<file path="config.mk">
export PLATFORM = sky130hd
export DESIGN_NAME = multi_issue_control_unit_flat
export DESIGN_NICKNAME = d
export VERILOG_FILES = /design/src/rtl/multi_issue_control_unit_pkg.sv /design/src/rtl/multi_issue_control_unit_if.sv /design/src/rtl/multi_issue_control_unit_lane_decoder.sv /design/src/rtl/multi_issue_control_unit.sv /design/src/flat_wrapper.sv
export SDC_FILE = /design/constraint.sdc
export NUM_CORES = 1
export LEC_CHECK = 0
export ABC_AREA = 1
export BUFFER_PORTS_ARGS = -buffer_cell sky130_fd_sc_hd__buf_2
export CORE_ASPECT_RATIO = 1.75
export CORE_UTILIZATION = 37
export DETAILED_ROUTE_END_ITERATION = 16
export PLACE_DENSITY = 0.76
export SYNTH_ARGS = -nofsm -noshare
export SYNTH_HDL_FRONTEND = slang
export SYNTH_SLANG_ARGS = --single-unit
export TNS_END_PERCENT = 100
</file>
<file path="constraint.sdc">
create_clock -name clk -period 0.9 [get_ports clk]
set_input_delay 0.045 -clock clk [delete_from_list [all_inputs] [get_ports clk]]
set_output_delay 0.045 -clock clk [all_outputs]
set_load 0.005 [all_outputs]
</file>
<file path="src/rtl/multi_issue_control_unit_pkg.sv">
// Shared decode constants, FSM state and per-lane control bundle for the
// multi-issue ID-stage control unit.
package ctrl_pkg;

  // RV32I major opcodes recognised by the lane decoders
  localparam logic [6:0] ALU_R  = 7'b0110011;
  localparam logic [6:0] ALU_I  = 7'b0010011;
  localparam logic [6:0] BRANCH = 7'b1100011;
  localparam logic [6:0] JUMP   = 7'b1101111;
  localparam logic [6:0] LOAD   = 7'b0000011;
  localparam logic [6:0] STORE  = 7'b0100011;

  // Branch func3 encodings resolved in ID
  localparam logic [2:0] F3_BEQ = 3'b000;
  localparam logic [2:0] F3_BNE = 3'b001;

  // ALUOp codes handed to the EX-stage ALU control
  localparam logic [1:0] ALUOP_ADD   = 2'b00;
  localparam logic [1:0] ALUOP_SUB   = 2'b01;
  localparam logic [1:0] ALUOP_RTYPE = 2'b10;

  typedef enum logic [0:0] {
    RUN    = 1'b0,
    SQUASH = 1'b1
  } state_t;

  typedef struct packed {
    logic       valid;
    logic [1:0] alu_op;
    logic       alu_src;
    logic       reg_write;
    logic       mem_read;
    logic       mem_write;
    logic       mem_2_reg;
    logic       is_branch;
    logic       is_jump;
  } lane_ctrl_t;

  // A bubble: nothing enabled, ALUOp parked on R-type
  function automatic lane_ctrl_t nop_ctrl();
    lane_ctrl_t c;
    c        = '0;
    c.alu_op = ALUOP_RTYPE;
    return c;
  endfunction

endpackage

</file>
<file path="src/rtl/multi_issue_control_unit_if.sv">
// Handshake/control bundle between the ID stage and the control unit.
// master = the side driving instructions in, slave = the control unit.
interface multi_issue_control_unit_if #(
  parameter int ISSUE = 2,
  parameter int CNT_W = 16
);
  logic               adv;
  logic [ISSUE-1:0]   valid_in;
  logic [7*ISSUE-1:0] opcode_in;
  logic [3*ISSUE-1:0] func3_in;
  logic               pred_taken;
  logic               reg_equal;
  logic [ISSUE-1:0]   valid_out;
  logic [2*ISSUE-1:0] alu_op;
  logic [ISSUE-1:0]   alu_src;
  logic [ISSUE-1:0]   reg_write;
  logic               mem_read;
  logic               mem_write;
  logic               mem_2_reg;
  logic               branch;
  logic               jump;
  logic               flush;
  logic [CNT_W-1:0]   mispredict_cnt;
  logic [CNT_W-1:0]   jump_cnt;

  modport master (
    output adv, valid_in, opcode_in, func3_in, pred_taken, reg_equal,
    input  valid_out, alu_op, alu_src, reg_write, mem_read, mem_write,
           mem_2_reg, branch, jump, flush, mispredict_cnt, jump_cnt
  );

  modport slave (
    input  adv, valid_in, opcode_in, func3_in, pred_taken, reg_equal,
    output valid_out, alu_op, alu_src, reg_write, mem_read, mem_write,
           mem_2_reg, branch, jump, flush, mispredict_cnt, jump_cnt
  );
endinterface

</file>
<file path="src/rtl/multi_issue_control_unit_lane_decoder.sv">
// Combinational single-lane decoder. FULL=1 decodes the whole RV32I subset
// (lane 0); FULL=0 accepts only ALU opcodes and turns anything else into a NOP.
module ctrl_lane_decoder
  import ctrl_pkg::*;
#(
  parameter int FULL = 1
) (
  input  logic       i_valid,
  input  logic [6:0] i_opcode,
  output lane_ctrl_t o_ctrl
);

  // Map the opcode to control bits; invalid or unsupported slots become bubbles.
  always_comb begin
    o_ctrl = nop_ctrl();
    if (i_valid) begin
      case (i_opcode)
        ALU_R: begin
          o_ctrl.valid     = 1'b1;
          o_ctrl.alu_op    = ALUOP_RTYPE;
          o_ctrl.reg_write = 1'b1;
        end
        ALU_I: begin
          o_ctrl.valid     = 1'b1;
          o_ctrl.alu_op    = ALUOP_ADD;
          o_ctrl.alu_src   = 1'b1;
          o_ctrl.reg_write = 1'b1;
        end
        LOAD: begin
          if (FULL != 0) begin
            o_ctrl.valid     = 1'b1;
            o_ctrl.alu_op    = ALUOP_ADD;
            o_ctrl.alu_src   = 1'b1;
            o_ctrl.reg_write = 1'b1;
            o_ctrl.mem_read  = 1'b1;
            o_ctrl.mem_2_reg = 1'b1;
          end else begin
            o_ctrl = nop_ctrl();
          end
        end
        STORE: begin
          if (FULL != 0) begin
            o_ctrl.valid     = 1'b1;
            o_ctrl.alu_op    = ALUOP_ADD;
            o_ctrl.alu_src   = 1'b1;
            o_ctrl.mem_write = 1'b1;
          end else begin
            o_ctrl = nop_ctrl();
          end
        end
        BRANCH: begin
          if (FULL != 0) begin
            o_ctrl.valid     = 1'b1;
            o_ctrl.alu_op    = ALUOP_SUB;
            o_ctrl.is_branch = 1'b1;
          end else begin
            o_ctrl = nop_ctrl();
          end
        end
        JUMP: begin
          if (FULL != 0) begin
            o_ctrl.valid     = 1'b1;
            o_ctrl.alu_op    = ALUOP_ADD;
            o_ctrl.reg_write = 1'b1;
            o_ctrl.is_jump   = 1'b1;
          end else begin
            o_ctrl = nop_ctrl();
          end
        end
        default: o_ctrl = nop_ctrl();
      endcase
    end else begin
      o_ctrl = nop_ctrl();
    end
  end

endmodule

</file>
<file path="src/rtl/multi_issue_control_unit.sv">
// N-issue ID-stage control unit: per-lane decode, lane-0 branch resolution,
// redirect squashing of younger bundles, registered ID/EX control outputs.
// Optional feature macro: CTRL_PERF_CNT_EN (mispredict / JAL-redirect counters).
module multi_issue_control_unit
  import ctrl_pkg::*;
#(
  parameter int ISSUE        = 2,
  parameter int SQUASH_DEPTH = 1,
  parameter int CNT_W        = 16
) (
  input  logic                        clk,
  input  logic                        arst,
  multi_issue_control_unit_if.slave   bus
);

  localparam int SQ_W = $clog2(SQUASH_DEPTH + 1);

  lane_ctrl_t       w_dec  [ISSUE];
  lane_ctrl_t       w_lane [ISSUE];
  state_t           r_state, w_state_nxt;
  logic [SQ_W-1:0]  r_sq_cnt, w_sq_cnt_nxt;
  logic             w_mispredict, w_jal, w_redirect;
  logic             w_unused_func3;

  logic [ISSUE-1:0]   r_valid_out, r_alu_src, r_reg_write;
  logic [2*ISSUE-1:0] r_alu_op;
  logic               r_mem_read, r_mem_write, r_mem_2_reg;
  logic               r_branch, r_jump, r_flush;

  // Only lane 0 carries a branch, so the other func3 fields are don't-care.
  assign w_unused_func3 = ^bus.func3_in;

  for (genvar g = 0; g < ISSUE; g++) begin : g_lane
    ctrl_lane_decoder #(.FULL(g == 0 ? 1 : 0)) u_dec (
      .i_valid  (bus.valid_in[g]),
      .i_opcode (bus.opcode_in[7*g +: 7]),
      .o_ctrl   (w_dec[g])
    );
  end

  // Resolve lane-0 control flow; wrong-path bundles in SQUASH never redirect.
  always_comb begin
    w_mispredict = 1'b0;
    w_jal        = 1'b0;
    if (r_state == RUN) begin
      if (w_dec[0].is_branch) begin
        case (bus.func3_in[2:0])
          F3_BEQ:  w_mispredict = (bus.reg_equal != bus.pred_taken);
          F3_BNE:  w_mispredict = (bus.reg_equal == bus.pred_taken);
          default: w_mispredict = 1'b0;
        endcase
      end else begin
        w_mispredict = 1'b0;
      end
      w_jal = w_dec[0].is_jump;
    end else begin
      w_mispredict = 1'b0;
      w_jal        = 1'b0;
    end
  end

  assign w_redirect = w_mispredict | w_jal;

  // Next FSM state/squash count, and lane controls after wrong-path masking.
  always_comb begin
    w_state_nxt  = r_state;
    w_sq_cnt_nxt = r_sq_cnt;
    for (int i = 0; i < ISSUE; i++) w_lane[i] = w_dec[i];
    case (r_state)
      RUN: begin
        if (w_redirect) begin
          w_state_nxt  = SQUASH;
          w_sq_cnt_nxt = SQ_W'(SQUASH_DEPTH);
          for (int i = 1; i < ISSUE; i++) w_lane[i] = nop_ctrl();
        end else begin
          w_state_nxt = RUN;
        end
      end
      SQUASH: begin
        for (int i = 0; i < ISSUE; i++) w_lane[i] = nop_ctrl();
        if (r_sq_cnt <= SQ_W'(1)) begin
          w_state_nxt  = RUN;
          w_sq_cnt_nxt = '0;
        end else begin
          w_sq_cnt_nxt = r_sq_cnt - SQ_W'(1);
        end
      end
      default: begin
        w_state_nxt  = RUN;
        w_sq_cnt_nxt = '0;
        for (int i = 0; i < ISSUE; i++) w_lane[i] = nop_ctrl();
      end
    endcase
  end

  // FSM and squash counter move only when the pipeline advances.
  always_ff @(posedge clk or posedge arst) begin
    if (arst) begin
      r_state  <= RUN;
      r_sq_cnt <= '0;
    end else if (bus.adv) begin
      r_state  <= w_state_nxt;
      r_sq_cnt <= w_sq_cnt_nxt;
    end
  end

  // ID/EX control registers; flush drops during stalls so a redirect pulses once.
  always_ff @(posedge clk or posedge arst) begin
    if (arst) begin
      r_valid_out <= '0;
      r_alu_op    <= '0;
      r_alu_src   <= '0;
      r_reg_write <= '0;
      r_mem_read  <= 1'b0;
      r_mem_write <= 1'b0;
      r_mem_2_reg <= 1'b0;
      r_branch    <= 1'b0;
      r_jump      <= 1'b0;
      r_flush     <= 1'b0;
    end else if (bus.adv) begin
      for (int i = 0; i < ISSUE; i++) begin
        r_valid_out[i]     <= w_lane[i].valid;
        r_alu_op[2*i +: 2] <= w_lane[i].alu_op;
        r_alu_src[i]       <= w_lane[i].alu_src;
        r_reg_write[i]     <= w_lane[i].reg_write;
      end
      r_mem_read  <= w_lane[0].mem_read;
      r_mem_write <= w_lane[0].mem_write;
      r_mem_2_reg <= w_lane[0].mem_2_reg;
      r_branch    <= w_mispredict;
      r_jump      <= w_jal;
      r_flush     <= w_redirect;
    end else begin
      r_flush <= 1'b0;
    end
  end

  assign bus.valid_out = r_valid_out;
  assign bus.alu_op    = r_alu_op;
  assign bus.alu_src   = r_alu_src;
  assign bus.reg_write = r_reg_write;
  assign bus.mem_read  = r_mem_read;
  assign bus.mem_write = r_mem_write;
  assign bus.mem_2_reg = r_mem_2_reg;
  assign bus.branch    = r_branch;
  assign bus.jump      = r_jump;
  assign bus.flush     = r_flush;

`ifdef CTRL_PERF_CNT_EN
  logic [CNT_W-1:0] r_mis_cnt, r_jmp_cnt;

  // Saturating event counters, stepped only on advancing RUN-state edges.
  always_ff @(posedge clk or posedge arst) begin
    if (arst) begin
      r_mis_cnt <= '0;
      r_jmp_cnt <= '0;
    end else if (bus.adv) begin
      if (w_mispredict && (r_mis_cnt != {CNT_W{1'b1}})) r_mis_cnt <= r_mis_cnt + CNT_W'(1);
      if (w_jal && (r_jmp_cnt != {CNT_W{1'b1}}))        r_jmp_cnt <= r_jmp_cnt + CNT_W'(1);
    end
  end

  assign bus.mispredict_cnt = r_mis_cnt;
  assign bus.jump_cnt       = r_jmp_cnt;
`else
  assign bus.mispredict_cnt = '0;
  assign bus.jump_cnt       = '0;
`endif

endmodule

</file>
<file path="src/flat_wrapper.sv">
// flat-port wrapper written by rule: the top's interface ports become plain ports
module multi_issue_control_unit_flat import ctrl_pkg::*;
#(
  parameter int ISSUE        = 2,
  parameter int SQUASH_DEPTH = 1,
  parameter int CNT_W        = 16
)
  (clk, arst, bus_adv, bus_valid_in, bus_opcode_in, bus_func3_in, bus_pred_taken, bus_reg_equal, bus_valid_out, bus_alu_op, bus_alu_src, bus_reg_write, bus_mem_read, bus_mem_write, bus_mem_2_reg, bus_branch, bus_jump, bus_flush, bus_mispredict_cnt, bus_jump_cnt);
  multi_issue_control_unit_if #(.ISSUE(ISSUE), .CNT_W(CNT_W)) bus_i ();
  input  logic clk;
  input  logic arst;
  input wire logic [$bits(bus_i.adv)-1:0] bus_adv;
  input wire logic [$bits(bus_i.valid_in)-1:0] bus_valid_in;
  input wire logic [$bits(bus_i.opcode_in)-1:0] bus_opcode_in;
  input wire logic [$bits(bus_i.func3_in)-1:0] bus_func3_in;
  input wire logic [$bits(bus_i.pred_taken)-1:0] bus_pred_taken;
  input wire logic [$bits(bus_i.reg_equal)-1:0] bus_reg_equal;
  output wire logic [$bits(bus_i.valid_out)-1:0] bus_valid_out;
  output wire logic [$bits(bus_i.alu_op)-1:0] bus_alu_op;
  output wire logic [$bits(bus_i.alu_src)-1:0] bus_alu_src;
  output wire logic [$bits(bus_i.reg_write)-1:0] bus_reg_write;
  output wire logic [$bits(bus_i.mem_read)-1:0] bus_mem_read;
  output wire logic [$bits(bus_i.mem_write)-1:0] bus_mem_write;
  output wire logic [$bits(bus_i.mem_2_reg)-1:0] bus_mem_2_reg;
  output wire logic [$bits(bus_i.branch)-1:0] bus_branch;
  output wire logic [$bits(bus_i.jump)-1:0] bus_jump;
  output wire logic [$bits(bus_i.flush)-1:0] bus_flush;
  output wire logic [$bits(bus_i.mispredict_cnt)-1:0] bus_mispredict_cnt;
  output wire logic [$bits(bus_i.jump_cnt)-1:0] bus_jump_cnt;
  assign bus_i.adv = bus_adv;
  assign bus_i.valid_in = bus_valid_in;
  assign bus_i.opcode_in = bus_opcode_in;
  assign bus_i.func3_in = bus_func3_in;
  assign bus_i.pred_taken = bus_pred_taken;
  assign bus_i.reg_equal = bus_reg_equal;
  assign bus_valid_out = bus_i.valid_out;
  assign bus_alu_op = bus_i.alu_op;
  assign bus_alu_src = bus_i.alu_src;
  assign bus_reg_write = bus_i.reg_write;
  assign bus_mem_read = bus_i.mem_read;
  assign bus_mem_write = bus_i.mem_write;
  assign bus_mem_2_reg = bus_i.mem_2_reg;
  assign bus_branch = bus_i.branch;
  assign bus_jump = bus_i.jump;
  assign bus_flush = bus_i.flush;
  assign bus_mispredict_cnt = bus_i.mispredict_cnt;
  assign bus_jump_cnt = bus_i.jump_cnt;
  multi_issue_control_unit #(.ISSUE(ISSUE), .SQUASH_DEPTH(SQUASH_DEPTH), .CNT_W(CNT_W)) u_core (.clk(clk), .arst(arst), .bus(bus_i));
endmodule
</file>
==> metrics.txt, run 1 <==
grt ovf 0; Synth area leaders dfrtp_1, buf_4, nand2_1; CP max stage cell dfrtp_1; cells after synthesis 150; pwr/cell area between 1000 and 1500 nW/um^2; CTS max path bufs 2; status finished with violations; number of global-route vias before repair ~830; ys async rst share 100.0%; # IOs 75; worst min path class input port to flop; Final Core Density 46.67%; dpl cell area about 1200 um^2; clock skew 0.001913 ns; CP Launch Type flop; Yosys reg bits 14; FMAX 953.6 MHz; final setup violation count 12; DRT Wirelength between 1500 and 2000 um; synth warn 0; Mean Syn Cell Area 7.115 um^2; H-tree depth 1; failing checks negative setup slack; R2R Path Start u_core.r_state$_DFFE_PP0P_; Post-synth EDFFs 0; Top FF cell, synth dfrtp_1; Worst Setup End Kind flop; Distinct cells, synth 22; synth-to-layout area growth 18.99%; post-route clock period utilization 116.5%; post-route setup slack -0.1487 ns; RSZ-0062 raised after global routing true; final slew viol count 0; Die Ht around 73 um; P_leak 0.0007844 uW; antenna violations before repair 0; max reg flops 3; IO Port Bufs 38; Fin. Hold Viols 0; Inserted Clock Buffers 3; most common cell after layout, fill and taps aside buf_2; HPWL after DPL 1658 um; number of fill cells 297; most frequent cells in the layout buf_2, conb_1, nand2_1, inv_1, nor2_1; CP startpoint u_core.r_state$_DFFE_PP0P_; DRT Pass-1 Iters 2; Die X 42.60 um; clock tree root buffer cell clkbuf_8; CP arrival 1.17 ns; max incr delay on CP around 0.40 ns; Initial DRC Count 6; worst path required time 1.02 ns; post-synth top area share 32.83%; core area 2721 um^2; Nets 224; row count 25; antenna viol nets, final 0; Yosys top cell by area dfrtp_1; placed cell count between 200 and 250; All-Layer GR Usage 12.46%; Clock Sinks 14; worst path cell trace nor2_4, nand2_2, inv_2, buf_4, a22o_1; part of the Yosys area used for sequential elements around a third; ANT cells 0; first-pass GRT wire length 3098 um; worst-path fanout max 5; clk_lat worst skew 0.24 ns; DR vias 929; Peak supply drop 0.3187 mV; Residual DRC 0; Initial Utilization 39.22%; maxcap violations 0; Final Wtd Congestion 0.7540; Crit path max-delay family flip-flops; Non-Filler Instances around 220; post-DR vias/cell 4.185; layout cells sized above 1 34.36%; Bufs and invs on worst path 2; WL per Instance 8.486 um; pre-CTS setup slack -0.1628 ns; CTS tree built; minimum clock period 1.049 ns; Syn Std Cell Area 1067 um^2; die area 3112 um^2; Finished Cell Area 1270 um^2; largest net degree at the start of global routing 15; Clk pin slew, worst setup/hold paths about 0.05 ns; Hold Crit Start bus_opcode_in[12]; critical path type flop to flop
[per-layer routing]
metal	up-vias	GRT usage [%]	part of all wire (%)
met2	50	25.47	55
met3	2	0	6.7
met4	0	5.208	0.90
li1	478	-	-
met1	399	12.77	38
met5	-	0	0
[worst reg2reg max path, stage by stage, from the launching register on]
cell and delay (ns):
dfrtp_1 0.40, nor2_4 0.06, nand2_2 0.11, inv_2 0.06, buf_4 0.12, a22o_1 0.19
[stage by stage]
stage | power, uW | hold slack, ns | TNS (ns)
finish | 1371 | 0.07826 | -1.067
global route | 1444 | 0.09131 | -2.347
CTS | 1380 | 0.07991 | -1.157
detailed placement | 886.4 | 0.04409 | -1.310
global placement | 882.2 | 0.04201 | -1.100
floorplan | 882.7 | -0.06578 | -0.4016
[power by group]
group          switching, uW  internal, uW
sequential              3.93           638
combinational            146          95.9
clock                    193           295
[final timing paths]
kind                       depth (start not counted)                             endpoint  slack [ns]
min in group asynchronous                          4    u_core.bus.alu_src[0]$_DFFE_PP0P_        0.34
setup / recovery                                   5     u_core.bus.mem_2_reg$_DFFE_PP0P_       -0.15
hold / removal                                     4    u_core.bus.alu_src[1]$_DFFE_PP0P_        0.08
setup reg to reg                                   5     u_core.bus.mem_2_reg$_DFFE_PP0P_       -0.15
max in group asynchronous                          4          u_core.bus.jump$_DFFE_PP0P_        0.39
hold reg to reg                                    2  u_core.bus.reg_write[0]$_DFFE_PP0P_        0.47
[synthesized netlist by cell type, types with 2 or more instances]
cell,count
o21ai_1,4
nor2_1,16
inv_2,5
nand2_1,30
dfrtp_1,14
nor2_2,3
nand2_2,2
nand3b_1,2
nand3_1,8
buf_4,35
nor3_1,2
a21oi_1,4
inv_1,16
[what timing repair did]
item	4_1_cts	5_1_grt
setup endpoints to repair	13	14
hold endpoints to repair	14	0
setup buffers	0	0
pin swaps	4	2
hold buffers	1	0
resized for setup	2	3
[area by class of cell]
cell class	count	area, um^2	area share (%)
inverter	21	78.83	6.207
multi-input combinational	111	513.0	40.39
clock buffer	3	41.29	3.251
timing repair buffer	46	252.7	19.90
sequential	14	350.3	27.59
tap	27	33.78	2.660
[cell families (layout without fill, tap and decap cells)]
logic type      count (synthesis)  in the layout  synth area share (%)
flops                          14             14                 32.83
simple gates                   68             68                 29.43
buf+inv                        57             70                 32.36
compound gates                 10             10                 5.041
other cells                     1             33                0.3514
No activity file was read; power rests on OpenSTA's default activity.
==> inputs of run 2 (changes only) <==
--- a/config.mk
+++ b/config.mk
@@ -11,6 +11,7 @@
 export CORE_UTILIZATION = 37
 export DETAILED_ROUTE_END_ITERATION = 16
 export PLACE_DENSITY = 0.76
+export SKIP_CTS_REPAIR_TIMING = 1
 export SYNTH_ARGS = -nofsm -noshare
 export SYNTH_HDL_FRONTEND = slang
 export SYNTH_SLANG_ARGS = --single-unit
==> run 2 against run 1 <==
  * The flow still finishes with violations (negative setup slack)
  * Maximum frequency fell by 2.0%
  * Register-to-register slack got worse by 0.02 ns
  * First-iteration DRC count did not move
  * Highest routed layer unchanged
==> metrics.txt, run 2 (same netlist as run 1, synthesis figures left out) <==
Initial Utilization between 30% and 40%; Die X roughly 43 um; most common cell after layout, fill and taps aside buf_2; post-route setup slack -0.1699 ns; pre-CTS setup slack -0.1628 ns; Finished Cell Area 1274 um^2; max reg flops 3; Clock Sinks 14; Initial DRC Count 6; FMAX between 900 and 1000 MHz; RSZ-0062 raised after global routing true; IO Port Bufs 38; dpl cell area 1204 um^2; DRT Wirelength between 1500 and 2000 um; antenna viol nets, final 0; post-DR vias/cell 4.194; M2 GR Usage between 20% and 30%; first-pass GRT wire length ~3000 um; CP startpoint u_core.r_state$_DFFE_PP0P_; post-route clock period utilization 118.9%; maxcap violations 0; Worst Setup End Kind flop; P_leak 0.0007872 uW; layout cells sized above 1 a little over a third; ANT cells 0; clock tree root buffer cell clkbuf_8; final slew viol count 0; Fin. Hold Viols 0; worst-path fanout max 5; die area around 3100 um^2; critical path type flop to flop; Top Usage Layer GRT met2; worst path required time between 1 and 1.5 ns; minimum clock period about 1.1 ns; HPWL after DPL between 1500 and 2000 um; CTS tree built; pwr/cell area approximately 1100 nW/um^2; worst min path class input port to flop; CP Launch Type flop; number of global-route vias before repair 827; largest net degree at the start of global routing 15; All-Layer GR Usage about an eighth; Final Wtd Congestion 0.7540; final setup violation count 12; Residual DRC 0; CTS max path bufs 2; met1 Track Usage GR between 10 and 15%; synth-to-layout area growth 19.34%; failing checks negative setup slack; H-tree depth 1; Die Ht about 73 um; row count 25; Hold Crit Start bus_opcode_in[12]; R2R Path Start u_core.r_state$_DFFE_PP0P_; antenna violations before repair 0; Nets 224; # IOs between 70 and 80; Inserted Clock Buffers 3; DR vias 931; met3 Resource Use GR 0%; CP arrival roughly 1.2 ns; clk_lat worst skew between 0.2 and 0.25 ns; core area 2721 um^2; clock skew 0.001414 ns; grt ovf 0; status finished with violations; Clk pin slew, worst setup/hold paths 0.05 ns; Peak supply drop 0.3187 mV; WL per Instance 8.586 um; DRT Pass-1 Iters 3; most frequent cells in the layout buf_2, conb_1, nand2_1, inv_1, nor2_1
[run 2: changes by cell type in the layout (fill, tap and decap cells not counted)]
cell and change:
o21ai_1 -1, o21ai_2 +1
[run 2: worst max-delay path, stage by stage (launching register included)]
cell	delay [ns]
dfrtp_1	0.40
nor2_4	0.06
nand2_2	0.11
inv_2	0.06
buf_4	0.13
a22o_1	0.19
[run 2: layout make-up]
| class | instances | area, um^2 |
|---|---|---|
| clock buffers | 3 | 41.29 |
| fillers | 298 | 1448 |
| well taps | 27 | 33.78 |
| multi-input cells | 111 | 516.7 |
| repair buffers | 46 | 252.7 |
| flip-flops and latches | 14 | 350.3 |
| inverters | 21 | 78.83 |
[run 2: routing by layer]
layer	wire, um	vias up
met4	17	0
met3	127	2
met5	0	-
met2	1044	50
li1	-	479
met1	717	400
[run 2: path summary, 6_finish.rpt]
kind	endpoint	slack, ns	depth (start not counted)
setup / recovery	u_core.bus.mem_2_reg$_DFFE_PP0P_	-0.17	5
hold / removal	u_core.bus.alu_src[1]$_DFFE_PP0P_	0.08	4
setup reg to reg	u_core.bus.mem_2_reg$_DFFE_PP0P_	-0.17	5
hold reg to reg	u_core.bus.reg_write[0]$_DFFE_PP0P_	0.47	2
max in group asynchronous	u_core.bus.jump$_DFFE_PP0P_	0.39	4
min in group asynchronous	u_core.bus.alu_src[0]$_DFFE_PP0P_	0.34	4
[run 2: power by group]
group          switching, uW  leakage (uW)  internal (uW)
clock network            194     0.0000216            295
registers               3.91      0.000184            638
logic                    147      0.000582           95.6
total                    345      0.000787           1030
[run 2: per-stage QoR]
stage | utilization (%) | hold slack [ns] | std cells | total power, uW | TNS (ns)
3_3_place_gp | 44.23 | 0.04201 | 218 | 882.2 | -1.100
2_1_floorplan | - | -0.06578 | 182 | 882.7 | -0.4016
6_report | 46.80 | 0.07854 | 222 | 1373 | -1.208
4_1_cts | 45.75 | -0.2107 | 221 | 1374 | -1.451
5_1_grt | 46.80 | 0.09131 | 222 | 1444 | -2.420
3_5_place_dp | 44.23 | 0.04409 | 218 | 886.4 | -1.310
